<file path="src/rtl/hazard_stall_controller.sv">
// hazard_stall_controller
// Resolves the pipeline hazards that EX-stage forwarding cannot cover:
// a one-cycle bubble for load-use dependencies, an IF/ID + ID/EX flush for
// taken branches/jumps resolved in EX, and a whole-pipe freeze while a
// multi-cycle data-memory access is outstanding. Also carries a sticky
// memory-wait watchdog and two saturating performance counters.
//
// Control outputs are combinational so the pipe reacts in the same cycle
// the hazard is seen. Priority, highest first:
//   memory freeze > branch flush > load-use bubble > normal flow.
module hazard_stall_controller #(
    parameter int unsigned MEM_TIMEOUT = 64,  // legal range 2..255
    parameter int unsigned CNT_W       = 16
) (
    input  logic             clk_i,
    input  logic             rst_n_i,
    input  logic [4:0]       if_id_rs1_i,
    input  logic [4:0]       if_id_rs2_i,
    input  logic             id_uses_rs1_i,
    input  logic             id_uses_rs2_i,
    input  logic             id_ex_MemRead_i,
    input  logic [4:0]       id_ex_rd_i,
    input  logic             ex_branch_taken_i,
    input  logic             mem_req_i,
    input  logic             mem_ready_i,
    input  logic             err_clear_i,
    output logic             pc_write_o,
    output logic             if_id_write_o,
    output logic             if_id_flush_o,
    output logic             id_ex_bubble_o,
    output logic             id_ex_write_o,
    output logic             ex_mem_write_o,
    output logic             mem_wb_bubble_o,
    output logic             mem_timeout_o,
    output logic [CNT_W-1:0] stall_cycles_o,
    output logic [CNT_W-1:0] flush_count_o
);

    // RUN: normal flow. MEM_WAIT: a data-memory access has been stalling
    // for at least one edge; wait_cnt tracks how long.
    typedef enum logic {
        ST_RUN      = 1'b0,
        ST_MEM_WAIT = 1'b1
    } state_e;

    localparam logic [7:0] WAIT_MAX     = 8'hFF;
    // Watchdog fires on the edge that completes the MEM_TIMEOUT-th stalled cycle.
    localparam logic [7:0] TIMEOUT_LAST = 8'(MEM_TIMEOUT - 1);

    state_e     state_q, state_d;
    logic [7:0] wait_cnt_q, wait_cnt_d;
    logic       mem_timeout_q, mem_timeout_d;

    logic       mem_stall;
    logic       rs1_hit;
    logic       rs2_hit;
    logic       load_use;
    logic       flush_issue;
    logic       bubble_issue;

    // Hazard detection. x0 is hard-wired zero, so a load to x0 never
    // creates a dependency.
    assign mem_stall    = mem_req_i && !mem_ready_i;
    assign rs1_hit      = id_uses_rs1_i && (id_ex_rd_i == if_id_rs1_i);
    assign rs2_hit      = id_uses_rs2_i && (id_ex_rd_i == if_id_rs2_i);
    assign load_use     = id_ex_MemRead_i && (id_ex_rd_i != 5'd0) && (rs1_hit || rs2_hit);

    // A branch seen during a freeze is held in EX and re-presented later,
    // so it only counts as a flush when the pipe is moving. A load-use
    // coinciding with a flush is moot: the dependent ID instruction dies.
    assign flush_issue  = !mem_stall && ex_branch_taken_i;
    assign bubble_issue = !mem_stall && !ex_branch_taken_i && load_use;

    // Pipeline register controls, forced to free-flow while reset is held.
    always_comb begin
        pc_write_o      = 1'b1;
        if_id_write_o   = 1'b1;
        if_id_flush_o   = 1'b0;
        id_ex_bubble_o  = 1'b0;
        id_ex_write_o   = 1'b1;
        ex_mem_write_o  = 1'b1;
        mem_wb_bubble_o = 1'b0;
        if (rst_n_i) begin
            if (mem_stall) begin
                // Freeze everything up to EX/MEM; MEM/WB gets a NOP so the
                // stalled access does not write back twice.
                pc_write_o      = 1'b0;
                if_id_write_o   = 1'b0;
                id_ex_write_o   = 1'b0;
                ex_mem_write_o  = 1'b0;
                mem_wb_bubble_o = 1'b1;
            end else if (ex_branch_taken_i) begin
                // PC loads the target; the two younger instructions become NOPs.
                if_id_flush_o   = 1'b1;
                id_ex_bubble_o  = 1'b1;
            end else if (load_use) begin
                // Hold PC and IF/ID for one cycle and slip a NOP into EX.
                pc_write_o      = 1'b0;
                if_id_write_o   = 1'b0;
                id_ex_bubble_o  = 1'b1;
            end
        end
    end

    // Next-state logic for the memory-wait FSM and the watchdog.
    always_comb begin
        state_d       = state_q;
        wait_cnt_d    = wait_cnt_q;
        mem_timeout_d = mem_timeout_q;
        case (state_q)
            ST_RUN: begin
                if (mem_stall) begin
                    state_d    = ST_MEM_WAIT;
                    wait_cnt_d = 8'd1;
                end else begin
                    wait_cnt_d = 8'd0;
                end
            end
            ST_MEM_WAIT: begin
                if (mem_stall) begin
                    state_d    = ST_MEM_WAIT;
                    wait_cnt_d = (wait_cnt_q == WAIT_MAX) ? WAIT_MAX : wait_cnt_q + 8'd1;
                end else begin
                    state_d    = ST_RUN;
                    wait_cnt_d = 8'd0;
                end
            end
            default: begin
                state_d    = ST_RUN;
                wait_cnt_d = 8'd0;
            end
        endcase
        // Setting beats clearing when both happen on the same edge, so a
        // fresh timeout is never lost to a stale clear request.
        if (mem_stall && (wait_cnt_q == TIMEOUT_LAST)) begin
            mem_timeout_d = 1'b1;
        end else if (err_clear_i) begin
            mem_timeout_d = 1'b0;
        end
    end

    // FSM state, wait counter and sticky watchdog flag.
    always_ff @(posedge clk_i or negedge rst_n_i) begin
        if (!rst_n_i) begin
            state_q       <= ST_RUN;
            wait_cnt_q    <= 8'd0;
            mem_timeout_q <= 1'b0;
        end else begin
            state_q       <= state_d;
            wait_cnt_q    <= wait_cnt_d;
            mem_timeout_q <= mem_timeout_d;
        end
    end

    assign mem_timeout_o = mem_timeout_q;

    // Counter events: [0] stall cycles (memory wait or load-use bubble),
    // [1] branch flushes actually issued.
    logic [1:0] cnt_inc;
    assign cnt_inc[0] = mem_stall || bubble_issue;
    assign cnt_inc[1] = flush_issue;

    genvar gi;
    generate
        for (gi = 0; gi < 2; gi++) begin : g_cnt
            logic [CNT_W-1:0] cnt_q;
            logic [CNT_W-1:0] cnt_d;

            // Saturate at all-ones rather than wrap so a long run never
            // reports a misleadingly small figure.
            always_comb begin
                cnt_d = cnt_q;
                if (cnt_inc[gi] && (cnt_q != {CNT_W{1'b1}})) begin
                    cnt_d = cnt_q + 1'b1;
                end
            end

            // Performance counter register.
            always_ff @(posedge clk_i or negedge rst_n_i) begin
                if (!rst_n_i) begin
                    cnt_q <= '0;
                end else begin
                    cnt_q <= cnt_d;
                end
            end
        end
    endgenerate

    assign stall_cycles_o = g_cnt[0].cnt_q;
    assign flush_count_o  = g_cnt[1].cnt_q;

endmodule

</file>
<file path="config.mk">
export PLATFORM = sky130hd
export DESIGN_NAME = hazard_stall_controller
export DESIGN_NICKNAME = d
export VERILOG_FILES = /design/src/rtl/hazard_stall_controller.sv
export SDC_FILE = /design/constraint.sdc
export NUM_CORES = 1
export LEC_CHECK = 0
export ABC_AREA = 0
export CAP_MARGIN = 30
export CORE_MARGIN = 2
export CORE_UTILIZATION = 51
export DETAILED_ROUTE_END_ITERATION = 12
export GPL_TIMING_DRIVEN = 0
export HOLD_SLACK_MARGIN = 0.05
export PLACE_DENSITY = 0.86
export SLEW_MARGIN = 20
export SYNTH_ARGS = -nofsm -noshare
export SYNTH_HDL_FRONTEND = slang
export SYNTH_SLANG_ARGS = --single-unit
</file>
<file path="constraint.sdc">
create_clock -name clk_i -period 5 [get_ports clk_i]
set_input_delay 1 -clock clk_i [delete_from_list [all_inputs] [get_ports clk_i]]
set_output_delay 1 -clock clk_i [all_outputs]
set_load 0.005 [all_outputs]
</file>
==> results.md <==
* Post-synth top area share at 0.488
* Pwr Total at ~0.00096 W
* H-tree levels at 2
* Max-Cap Viols at 0
* Total die area at 4760 sq um
* Final setup viols at 0
* Worst Skew at 1.86 ps
* Average vias per placed instance at about 5.4
* DRT Pass-1 Iters at 4
* Crit path arrival time at between 3000 and 4000 ps
* Switching power at between 0.0002 and 0.0003 W
* Status: finished clean
* CTS tree: yes
* CP startpoint: id_ex_rd_i[0]
* Metal2 WL at approximately 2300 um
* Reg2reg start: stall_cycles_o[0]
* Hold Crit Start: state_q
* Metal-1 WL at 1960 um
* Ys Warns at 0
* Area leader, netlist: dfrtp_1
* DR DRC count at 0
* First-pass GRT wire length at ~7600 um
* Synth cell types at 37
* Post-DP HPWL at between 3000 and 4000 um
* DRT iter0 DRCs at 56
* Crit path time final at 4160 ps
* Critical path class: primary input to output port
* Pin count of the biggest net entering global routing at 34
* Fmax at around 0.24 GHz
* RSZ-0062 raised after global routing: false
* Routed vias at around 1,800
* Clock buffer depth at 2
* Worst Setup End Kind: output port
* Clock power share at 0.271
* CTS Buf Count at 5
* Placement Setup Slack at between 800 and 900 ps
* EDFF count, synth at 0
* Initial antenna violation count at 0
* CORE AREA at 4030 sq um
* VDD IR max at about 260 uV
* Most frequent cells in the layout: clkdlybuf4s50_1 (62), dfrtp_1 (42), nand2_1 (22), xor2_1 (22), xnor2_1 (21)
* Layout cell share with drive strength beyond 1 at 0.0750
* Most common cell after layout, fill and taps aside: clkdlybuf4s50_1
* Drt total wl at 4700 um
* DIE HEIGHT at 69.0 um
* Worst slew pin tran at ~430 ps
* Top_reg_cell synth: dfrtp_1
* Register area share after synthesis at 0.488
* Per-cell routed wire length at 14.3 um
* Post-cts resize count at 0
* Syn_nets at roughly 240
* Worst skew pair latency at between 200 and 300 ps
* Post-CTS Hold Buffers at 0
* Synthesized area at 2150 sq um
* PD cells at 322 nW/um^2
* Count of pins over their slew limit at 0
* Mapped Avg Cell Area at slightly above 10 sq um
* Post-Synthesis Cells at between 200 and 250
* Synth area leaders: dfrtp_1 (49%), xor2_1 (8.9%), xnor2_1 (8.5%)
* Cell row count at 23
* Initial core utilization at 0.534
* Post-route setup TNS at 0 ps
* Setup Fix Bufs, Post-CTS at 0
* Setup WS post-layout at roughly 840 ps
* Critical path data required time at about 4000 ps
* Fin. Hold Viols at 0
* P&R area growth vs syn at 37.9%
* Asr flop ratio synth at 1.00
* Dpl cells at approximately 320
* Overflow after GRT at 0
* Fin crit share at 0.832
* Internal power at about 0.0007 W
* Worst-path clk slew at 80 ps
* Number of global-route vias before repair at about 1,700
* Number of top-level pins at 64
* CTS Root Cell: clkbuf_8
* Gr usage total at 0.215
* Switching Share at 0.278
* Nets at about 310
* Die W at between 60 and 70 um
* Yosys reg bits at 42
* Final std cells w/o fill at 330
* Crit Path Max Fanout at 6
* Uppermost layer routed: met4
* Seq pwr share at 0.480
* Global placer's final weighted congestion at 0.796
* Antenna diodes at 0
* Antenna-violating nets left at 0
* Comb pwr share at 0.248
* Worst setup SP type: primary input
* Clock sink count at 42
* Leak pwr at approximately 1.3 nW
* Number of I/O port buffers at between 60 and 70
* Max transition margin at 0.714
* Routed wl met3 at 360 um
* Worst min path class: flop to flop
-- stage by stage --
step           cell area, sq um  hold slack (ps)  utilization
2_1_floorplan              2150              434            -
3_3_place_gp               2850              440        0.707
3_5_place_dp               2860              474        0.710
4_1_cts                    2970              489        0.737
5_1_grt                    2970              509        0.737
6_report                   2970              486        0.737
-- final timing paths --
path / end / slack (ps) / depth (start not counted)
max: pc_write_o / 840 / 7
min: wait_cnt_q[0] / 490 / 1
max reg2reg: stall_cycles_o[9] / 3010 / 8
min reg2reg: wait_cnt_q[0] / 490 / 1
max in group asynchronous: stall_cycles_o[15] / 3930 / 2
min in group asynchronous: flush_count_o[3] / 610 / 1
-- power by group through the flow --
| stage | sequential (W) | clock (W) | combinational, W |
|---|---|---|---|
| after global routing | 0.000466 | 0.000284 | 0.000260 |
| final | 0.000459 | 0.000259 | 0.000237 |
| after global placement | 0.000462 | 0 | 0.000231 |
| after floorplan | 0.000457 | 0 | 0.0000887 |
| after detailed placement | 0.000463 | 0 | 0.000240 |
| after CTS | 0.000458 | 0.000265 | 0.000241 |
-- state kept, by name, indices dropped and copies added, names as in the netlist --
signal / cells
state_q: 1
flush_count_o: 16
wait_cnt_q: 8
stall_cycles_o: 16
mem_timeout_o: 1
-- routing by layer --
| layer | GRT usage | up-vias |
|---|---|---|
| met1 | 0.265 | 868 |
| met5 | 0 | - |
| li1 | - | 859 |
| met3 | 0.0455 | 8 |
| met4 | 0.0931 | 0 |
| met2 | 0.365 | 57 |
-- final cells by class --
class	count	area, sq um
flip-flops and latches	42	1050
inverters	7	26.3
clock inverters	3	40.0
fillers	293	1060
well taps	50	62.6
multi-input cells	155	1050
repair buffers	64	646
plain buffers	4	23.8
clock buffers	5	68.8
-- logic make-up after synthesis --
family	share of synthesized area
buffers and inverters	0.0232
AO/OA/AOI/OAI	0.0755
AND/OR/NAND/NOR	0.210
adder cells (fa/ha/maj)	0.0174
multiplexers	0.0105
flip-flops	0.488
XOR/XNOR	0.175
-- critical path: stages --
cell and delay, ps:
clkdlybuf4s50_1 460, or4_1 590, o211ai_2 180, o21a_2 210
nand2b_1 140, buf_4 100, clkdlybuf4s50_1 490
-- cell usage after synthesis (2+ instances only) --
| master | count |
|---|---|
| ha_1 | 3 |
| nor2_1 | 11 |
| o21ai_0 | 3 |
| buf_4 | 2 |
| a31oi_1 | 2 |
| xnor2_1 | 21 |
| and3_1 | 10 |
| nor4_1 | 2 |
| nor3_1 | 8 |
| a21oi_1 | 5 |
| and4_1 | 3 |
| nand3_1 | 14 |
| nand2b_1 | 4 |
| inv_1 | 7 |
| nand4_1 | 6 |
| o21bai_1 | 3 |
| dfrtp_1 | 42 |
| nand2_1 | 22 |
| xor2_1 | 22 |
Note: power is estimated with default switching activity, not from simulation.
